===== src/rtl/scan_master.sv =====
// rtl/scan_master.sv - JTAG-style scan ring master with RTCK handshake and timeout
module scan_master #(
  parameter int CLK_DIV   = 4,
  parameter int CHAIN_LEN = 5,
  parameter int TIMEOUT   = 255
) (
  input  logic       clk,
  input  logic       reset_n,
  input  logic       start,
  input  logic [7:0] addr,
  input  logic [7:0] i_pins,
  input  logic       rtck,
  input  logic       tdo,
  output logic       tck,
  output logic       tms,
  output logic       tdi,
  output logic [7:0] o_pins,
  output logic       busy,
  output logic       done,
  output logic       error
);

  localparam int BIT_MAX = (CHAIN_LEN > 8) ? CHAIN_LEN : 8;
  localparam int BW      = $clog2(BIT_MAX);
  localparam int CW      = 16;

  typedef enum logic [2:0] {
    S_IDLE, S_HEADER, S_ADDR, S_DATA, S_FLUSH, S_TRAILER, S_DONE
  } state_t;

  // Sub-phases of one TCK bit: low hold, wait rtck high, high hold, wait rtck low.
  typedef enum logic [1:0] {
    PH_LOW, PH_WAIT_HI, PH_HIGH, PH_WAIT_LO
  } phase_t;

  state_t          state_q, state_d;
  phase_t          phase_q, phase_d;
  logic [BW-1:0]   bit_q, bit_d;
  logic [CW-1:0]   cnt_q, cnt_d;
  logic            tck_q, tck_d;
  logic [7:0]      addr_q, addr_d;
  logic [7:0]      data_q, data_d;
  logic [7:0]      cap_q, cap_d;
  logic [7:0]      opins_q, opins_d;
  logic            error_q, error_d;
  logic            rtck_meta_q, rtck_sync_q;
  logic            tdo_meta_q, tdo_sync_q;
  logic [BW-1:0]   bit_last;
  logic            abort;

  // Two-flop synchronizers: the only consumers of the raw ring return pins.
  always_ff @(posedge clk) begin
    if (!reset_n) begin
      rtck_meta_q <= 1'b0;
      rtck_sync_q <= 1'b0;
      tdo_meta_q  <= 1'b0;
      tdo_sync_q  <= 1'b0;
    end else begin
      rtck_meta_q <= rtck;
      rtck_sync_q <= rtck_meta_q;
      tdo_meta_q  <= tdo;
      tdo_sync_q  <= tdo_meta_q;
    end
  end

  // Frame state, bit engine and datapath registers.
  always_ff @(posedge clk) begin
    if (!reset_n) begin
      state_q <= S_IDLE;
      phase_q <= PH_LOW;
      bit_q   <= '0;
      cnt_q   <= '0;
      tck_q   <= 1'b0;
      addr_q  <= '0;
      data_q  <= '0;
      cap_q   <= '0;
      opins_q <= '0;
      error_q <= 1'b0;
    end else begin
      state_q <= state_d;
      phase_q <= phase_d;
      bit_q   <= bit_d;
      cnt_q   <= cnt_d;
      tck_q   <= tck_d;
      addr_q  <= addr_d;
      data_q  <= data_d;
      cap_q   <= cap_d;
      opins_q <= opins_d;
      error_q <= error_d;
    end
  end

  // Index of the final bit in each sending state.
  always_comb begin
    bit_last = '0;
    case (state_q)
      S_ADDR, S_DATA: bit_last = BW'(7);
      S_FLUSH:        bit_last = BW'(CHAIN_LEN - 1);
      default:        bit_last = '0;
    endcase
  end

  // tms/tdi follow state and bit index, so they only move when a bit retires (tck and rtck low).
  always_comb begin
    tms = 1'b0;
    tdi = 1'b0;
    case (state_q)
      S_HEADER:  begin tms = 1'b1; tdi = 1'b1; end
      S_ADDR:    tdi = addr_q[bit_q[2:0]];
      S_DATA:    tdi = data_q[bit_q[2:0]];
      S_TRAILER: tms = 1'b1;
      default:   ;
    endcase
  end

  // Next-state logic: frame sequencing, per-bit TCK handshake, capture and timeout abort.
  always_comb begin
    state_d = state_q;
    phase_d = phase_q;
    bit_d   = bit_q;
    cnt_d   = cnt_q;
    tck_d   = tck_q;
    addr_d  = addr_q;
    data_d  = data_q;
    cap_d   = cap_q;
    opins_d = opins_q;
    error_d = error_q;
    abort   = 1'b0;

    case (state_q)
      S_IDLE: begin
        phase_d = PH_LOW;
        cnt_d   = '0;
        bit_d   = '0;
        tck_d   = 1'b0;
        if (start) begin
          addr_d  = addr;
          data_d  = i_pins;
          error_d = 1'b0;
          state_d = S_HEADER;
        end
      end
      S_DONE: state_d = S_IDLE;
      default: begin
        case (phase_q)
          PH_LOW: begin
            if (cnt_q == CW'(CLK_DIV - 1)) begin
              tck_d   = 1'b1;
              phase_d = PH_WAIT_HI;
              cnt_d   = '0;
            end else begin
              cnt_d = cnt_q + CW'(1);
            end
          end
          PH_WAIT_HI: begin
            if (rtck_sync_q) begin
              phase_d = PH_HIGH;
              cnt_d   = '0;
              if (state_q == S_DATA || state_q == S_FLUSH)
                cap_d = {tdo_sync_q, cap_q[7:1]};
            end else if (cnt_q == CW'(TIMEOUT - 1)) begin
              abort = 1'b1;
            end else begin
              cnt_d = cnt_q + CW'(1);
            end
          end
          PH_HIGH: begin
            if (cnt_q == CW'(CLK_DIV - 1)) begin
              tck_d   = 1'b0;
              phase_d = PH_WAIT_LO;
              cnt_d   = '0;
            end else begin
              cnt_d = cnt_q + CW'(1);
            end
          end
          default: begin
            if (!rtck_sync_q) begin
              phase_d = PH_LOW;
              cnt_d   = '0;
              if (bit_q == bit_last) begin
                bit_d = '0;
                case (state_q)
                  S_HEADER: state_d = S_ADDR;
                  S_ADDR:   state_d = S_DATA;
                  S_DATA:   state_d = S_FLUSH;
                  S_FLUSH: begin
                    state_d = S_TRAILER;
                    opins_d = cap_q;
                  end
                  default:  state_d = S_DONE;
                endcase
              end else begin
                bit_d = bit_q + BW'(1);
              end
            end else if (cnt_q == CW'(TIMEOUT - 1)) begin
              abort = 1'b1;
            end else begin
              cnt_d = cnt_q + CW'(1);
            end
          end
        endcase
        if (abort) begin
          error_d = 1'b1;
          tck_d   = 1'b0;
          state_d = S_IDLE;
          phase_d = PH_LOW;
          cnt_d   = '0;
          bit_d   = '0;
        end
      end
    endcase
  end

  assign tck    = tck_q;
  assign o_pins = opins_q;
  assign busy   = (state_q != S_IDLE);
  assign done   = (state_q == S_DONE);
  assign error  = error_q;

endmodule


===== config.mk =====
export PLATFORM = sky130hd
export DESIGN_NAME = scan_master
export DESIGN_NICKNAME = d
export VERILOG_FILES = /design/src/rtl/scan_master.sv
export SDC_FILE = /design/constraint.sdc
export NUM_CORES = 1
export LEC_CHECK = 0
export CORE_UTILIZATION = 55
export CTS_BUF_LIST = sky130_fd_sc_hd__clkbuf_8
export CTS_CLUSTER_DIAMETER = 150
export CTS_CLUSTER_SIZE = 24
export DETAILED_ROUTE_END_ITERATION = 16
export DONT_BUFFER_PORTS = 1
export GPL_TIMING_DRIVEN = 1
export PLACE_DENSITY = 0.77
export SYNTH_ARGS = -nofsm -noshare
export SYNTH_HDL_FRONTEND = slang
export SYNTH_SLANG_ARGS = --single-unit

===== constraint.sdc =====
create_clock -name clk -period 3.1 [get_ports clk]
set_input_delay 0.465 -clock clk [delete_from_list [all_inputs] [get_ports clk]]
set_output_delay 0.465 -clock clk [all_outputs]
set_load 0.005 [all_outputs]

==> reports/metrics.cfg, run 1 <==
[outcome]
status = complete, no violations

[die]
initial_core_util_pct = 57.38
core_mm2 = 0.005540
rows = 27
ioPinCount = 35
die_h_um = 78.03
dieArea_mm2 = 0.006089
fp.dieW_um = 78.03

[cts]
cts_resized = 0
cts_tree = built
post_cts_buffers = 0
path_clk_slew_ns = 0.08
clock_path_buffers = 2
clock_latency_ns = 0.35
cts_htree_levels = 3
cts-root-buf = clkbuf_8
numClockSinks = 62
numCtsBuffers = 9
ctsHoldBuffers = 0

[timing]
fin_skew_ns = 0.01389
hold-worst-slack_ns = 0.2379
final.setup.tns_ns = 0
maxSlewViolCount = 0
slew_headroom_pct = 41.44
setup_viol = 0
hold_viol_final = 0
post-route-min-period_ns = 2.787
clock.fmax_ghz = 0.3588
worstMarginPinSlew_ns = 0.8690
fin_crit_sh_pct = 89.90
rsz0062_at_grt = no

[layout]
layout-drive-gt1-share_pct = 10.03
nFillCells = 479
fin_area_mm2 = 0.003407
seqCellArea_mm2 = 0.001241
multi_input_area_mm2 = 0.001798
nNetsFinal = 392
syn_to_final_growth_pct = 7.163
mostFrequentLayoutCell = dfxtp_1
antennaDiodeCount = 0
mostFrequentLayoutCells = dfxtp_1 (62), nand2_1 (51), a21oi_1 (34)

[synthesis]
synthCells = 372
synthFlopType = dfxtp_1
yosysWarnings = 0
synth_fp_nets = 400
synth-seq-area-share_pct = 39.04
async_flop_share_pct = 0
syn-cell-area_mm2 = 0.003179
ys_seq_elements = 62
syn_area_per_cell_um2 = 8.547
synth_cell_types = 54
synth-edff-count = 0

[route]
drcViolationCount = 0
drt_iter0_drc = 297
via_per_inst = 6.236
avgRoutedWirePerCell_um = 16.27
wl_um = 7176
first_pass_iters = 6
vias = 2750
ant_nets = 0

[critical_path]
crit_type = reg -> reg
cp-start-kind = flip-flop
critPathCaptureType = flip-flop
worst_ep_arrival_time_ns = 3.03
cp.required_ns = 3.35
path_max_fanout = 11

[hold_path]
hold_path_class = in -> reg

[pwr]
cellPowerDensity_mw_per_mm2 = 483.9
peakVddDrop_mv = 0.3430
pwr-share-seq_pct = 50.2
clockPowerShare_pct = 43.6
combPwrFrac_pct = 6.3
p_int_mw = 1.224
swShare_pct = 25.78
p_switching_mw = 0.4250
p_leak_nw = 1.191

[global_route]
grt_pass1_wl_um = 12240
grt-ovfl-total = 0
grt.total_usage_pct = 25.44
antenna_found_initial = 0
grt_pass1_vias = 2635
grt_max_degree = 33

[run]
cap_violations = 0

[placement]
gp_congestion = 0.8912
dp_hpwl_um = 4798
io_buffers = 0
placedInstanceArea_mm2 = 0.003208

[per-layer routing]
metal / wire length (um) / vias up / part of all wire, % / GRT usage (%)
li1: - / 1354 / - / -
met4: 128 / 0 / 1.8 / 10.37
met3: 461 / 11 / 6.4 / 4.884
met5: 0 / - / 0 / 0
met2: 3108 / 104 / 43 / 38.05
met1: 3477 / 1281 / 48 / 35.94
[synthesized netlist by cell type, drive strengths merged (4+ instances only)]
cell type  instances  area [um^2]
and3               7        45.05
ha                 7        87.58
o21ai              9        45.04
and2               5        31.28
nand4             16        100.1
dfxtp             62         1241
clkbuf            21        78.83
nor2b             10        62.56
a21oi             36        187.7
o31ai             17        127.6
nor3               8        40.04
nand2b             5        31.28
nor4               8        65.06
nand2             53        203.9
a31oi              6        37.54
inv               11        41.29
mux2i             14        140.1
a22o               6        52.55
mux4               4        90.09
o211ai             6        45.04
nand3             10        50.05
nor2              18        67.56
[worst max-delay path, stage by stage (launching register included)]
cell,delay (ns)
dfxtp_1,0.41
ha_1,0.28
or4b_1,0.51
or4_4,0.51
a2bb2oi_2,0.44
nor3_1,0.24
a22o_1,0.28
[registers in the layout, summed over array words and instances (netlist names)]
name,flops
cap_q,8
rtck_sync_q,1
phase_q,2
bit_q,3
tdo_meta_q,1
tck,1
cnt_q,16
addr_q,8
data_q,8
rtck_meta_q,1
state_q,3
error,1
tdo_sync_q,1
o_pins,8
[worst paths after layout]
kind | depth (start not counted) | end | from | slack, ns
hold / removal | 1 | rtck_meta_q | rtck | 0.24
setup / recovery | 6 | cnt_q[2] | cnt_q[1] | 0.31
setup reg to reg | 6 | cnt_q[2] | cnt_q[1] | 0.31
hold reg to reg | 1 | tdo_sync_q | tdo_meta_q | 0.43
[power by group through the flow]
| stage | combinational (mW) | sequential [mW] | clock, mW |
|---|---|---|---|
| finish | 0.104 | 0.827 | 0.718 |
| global placement | 0.100 | 0.844 | 0 |
| CTS | 0.103 | 0.827 | 0.723 |
| floorplan | 0.0921 | 0.840 | 0 |
| detailed placement | 0.103 | 0.845 | 0 |
| global route | 0.118 | 0.829 | 0.764 |
[cells by family after synthesis]
family	synth area share (%)
muxes	7.595
buffers and inverters	4.408
AOI/OAI and AO/OA	20.66
DFF	39.04
adders and majority gates	2.755
and+or+nand+nor	24.99
xor gates and xnor gates	0.5511
[stage by stage]
stage,total power [mW],util (%),setup WS [ns],cells
floorplan,0.9320,-,0.8094,372
global placement,0.9442,57.90,0.4728,425
detailed placement,0.9476,57.90,0.3740,425
CTS,1.653,61.50,0.3567,441
global route,1.711,61.50,0.1806,441
finish,1.649,61.50,0.3130,441
[cell type report]
type | count | area share, %
well taps | 72 | 2.644
flip-flops and latches | 62 | 36.43
multi-input cells | 275 | 52.77
repair buffers | 5 | 1.102
clock inverters | 7 | 2.203
inverters | 11 | 1.212
clock buffers | 9 | 3.636
Power figures use the tool's default switching activity.
==> run 2, diff against run 1 <==
- SLEW_MARGIN: unset -> 20
==> results of run 2 <==
The final DEF is identical to that of run 1; final timing and power are the same.
==> run 3, diff against run 2 <==
- CORE_UTILIZATION: 55 -> 48
- PLACE_DENSITY: 0.77 -> 0.7
- clock period: 3.1 -> 2.6 ns (I/O delays scaled with it)
==> run 3 against run 2 <==
  * Highest routed layer unchanged
  * Clock-buffer cell count stayed put
  * Clock skew is 0.0030 ns lower
  * Hold slack worse by 0.058 ns
  * Critical endpoint is now cnt_q[8]
  * Register-to-register slack worse by 0.14 ns
  * Cell count is 2.5% higher
  * Design area is 1.9% higher
  * Combinational power is 20% higher
  * Global-route usage is 3.2 points lower
==> reports/metrics.cfg, run 3 (synthesized netlist as in run 1, its figures left out) <==
[timing]
hold_viol_final = 0  ; unchanged
slew_headroom_pct = 49.01  ; was 41.44%
worstMarginPinSlew_ns = 0.7644  ; was 0.8690 ns
fin_skew_ns = 0.01086  ; was 0.01389 ns
rsz0062_at_grt = no  ; unchanged
setup_viol = 0  ; unchanged
maxSlewViolCount = 0  ; unchanged
post-route-min-period_ns = 2.429  ; was 2.787 ns
final.setup.tns_ns = 0  ; unchanged
clock.fmax_ghz = 0.4117  ; was 0.3588 GHz
fin_crit_sh_pct = 93.42  ; was 89.90%

[pwr]
p_total_mw = 2.035  ; was 1.649 mW
peakVddDrop_mv = 0.3928  ; was 0.3430 mV
p_leak_nw = 1.242  ; was 1.191 nW
cellPowerDensity_mw_per_mm2 = 585.9  ; was 483.9 mW/mm^2

[die]
ioPinCount = 35  ; unchanged
die_h_um = 83.39  ; was 78.03 um
fp.dieW_um = 83.39  ; was 78.03 um
core_mm2 = 0.006386  ; was 0.005540 mm^2
rows = 29  ; was 27
initial_core_util_pct = 49.78  ; was 57.38%
dieArea_mm2 = 0.006953  ; was 0.006089 mm^2

[cts]
cts-root-buf = clkbuf_8  ; unchanged
cts_resized = 0  ; unchanged
numCtsBuffers = 9  ; unchanged
ctsHoldBuffers = 0  ; unchanged
cts_tree = built  ; unchanged
numClockSinks = 62  ; unchanged
path_clk_slew_ns = 0.08  ; about the same
clock_latency_ns = 0.33  ; was 0.35 ns
cts_htree_levels = 3  ; unchanged
clock_path_buffers = 2  ; unchanged
post_cts_buffers = 0  ; unchanged

[layout]
largest_reg_flops = 16  ; unchanged
mostFrequentLayoutCell = dfxtp_1  ; unchanged
mostFrequentLayoutCells = dfxtp_1 (62), nand2_1 (51), a21oi_1 (34)  ; unchanged
antennaDiodeCount = 0  ; unchanged
nFillCells = 571  ; was 479
fin_area_mm2 = 0.003473  ; was 0.003407 mm^2
nNetsFinal = 398  ; was 392
seqCellArea_mm2 = 0.001241  ; unchanged
layout-drive-gt1-share_pct = 11.20  ; was 10.03%
largest_register = cnt_q  ; unchanged
multi_input_area_mm2 = 0.001798  ; unchanged
syn_to_final_growth_pct = 9.248  ; was 7.163%
final_core_utilization_pct = 54.39  ; was 61.50%
layout.cells.non_filler = 452  ; was 441

[critical_path]
critPathCaptureType = flip-flop  ; unchanged
max_stage_delay_ns = 0.52  ; was 0.51 ns
cp.required_ns = 2.83  ; was 3.35 ns
crit_type = reg -> reg  ; unchanged
cp_slowest_cell = or4_4  ; was or4b_1
cp_cell_sequence = ha_1 > or4b_1 > or4_4 > a2bb2oi_2 > buf_4 > o31ai_1 > a22o_1  ; was ha_1 > or4b_1 > or4_4 > a2bb2oi_2 > nor3_1 > a22o_1
reg2reg_slack_ns = 0.17  ; was 0.31 ns
cp-start-kind = flip-flop  ; unchanged
path_max_fanout = 8  ; was 11
worst_ep_arrival_time_ns = 2.66  ; was 3.03 ns

[route]
ant_nets = 0  ; unchanged
topRoutingLayerUsed = met4  ; unchanged
vias = 2793  ; was 2,750
drt_iter0_drc = 231  ; was 297
drcViolationCount = 0  ; unchanged
wl_met3_um = 534  ; was 461 um
wl_met2_um = 3196  ; was 3108 um
wl_um = 7352  ; was 7176 um
met1_length_um = 3513  ; was 3477 um
via_per_inst = 6.179  ; was 6.236
avgRoutedWirePerCell_um = 16.27  ; about the same
first_pass_iters = 5  ; was 6

[run]
cap_violations = 0  ; unchanged

[outcome]
status = complete, no violations  ; unchanged

[placement]
dp_hpwl_um = 5041  ; was 4798 um
placedInstanceArea_mm2 = 0.003259  ; was 0.003208 mm^2
io_buffers = 0  ; unchanged
dpl.cell_count = 436  ; was 425
gp_congestion = 0.9228  ; was 0.8912

[hold_path]
hold_path_class = in -> reg  ; unchanged

[global_route]
grt-ovfl-total = 0  ; unchanged
antenna_found_initial = 0  ; unchanged
grt_pass1_vias = 2611  ; was 2,635
grt.total_usage_pct = 22.26  ; was 25.44%
grt_max_degree = 33  ; unchanged
grt_pass1_wl_um = 12560  ; was 12,240 um

## run 3: cell count changes in the layout (fill, tap and decap cells not counted)
| cell | delta |
|---|---|
| buf_4 | +6 |
| bufinv_16 | +1 |
| clkinv_2 | +1 |
| clkinv_4 | -1 |
| clkinvlp_4 | -2 |
| inv_1 | +1 |
## run 3: cell type report
class                      count  share of cell area, %
multi-input combinational    275                  51.77
sequential                    62                  35.73
clock buffer                   9                  3.566
tap                           77                  2.774
clock inverter                 7                  2.594
timing repair buffer          11                  2.378
inverter                      11                  1.189
## run 3: metrics by stage
stage | hold slack (ns) | setup slack [ns]
global placement | 0.4154 | 0.2649
CTS | 0.1655 | 0.1860
detailed placement | 0.4327 | 0.1982
floorplan | 0.4119 | 0.3094
global route | 0.1702 | 0.06881
finish | 0.1800 | 0.1712
## run 3: routing by layer
metal	up-vias	GRT usage [%]
li1	1369	-
met1	1319	30.49
met2	99	33.68
met3	6	5.964
met4	0	7.837
met5	-	0
## run 3: final timing paths
kind,from,cells past startpoint,end
worst min-delay path,reset_n,1,tdo_sync_q
worst max register to register,cnt_q[1],7,cnt_q[8]
worst max-delay path,cnt_q[1],7,cnt_q[8]
worst min register to register,rtck_meta_q,1,rtck_sync_q
## run 3: where the power goes
group | switching (mW) | internal [mW]
clock network | 0.389 | 0.534
registers | 0.0149 | 0.971
logic | 0.0781 | 0.0471
## run 3: critical path, delay by kind of cell, from the launching register on
| kind | cells | cell delay (ns) |
|---|---|---|
| and+or+nand+nor | 2 | 1.01 |
| AOI/OAI and AO/OA | 3 | 0.52 |
| DFF | 1 | 0.42 |
| adders and majority gates | 1 | 0.20 |
| buffers and inverters | 1 | 0.19 |
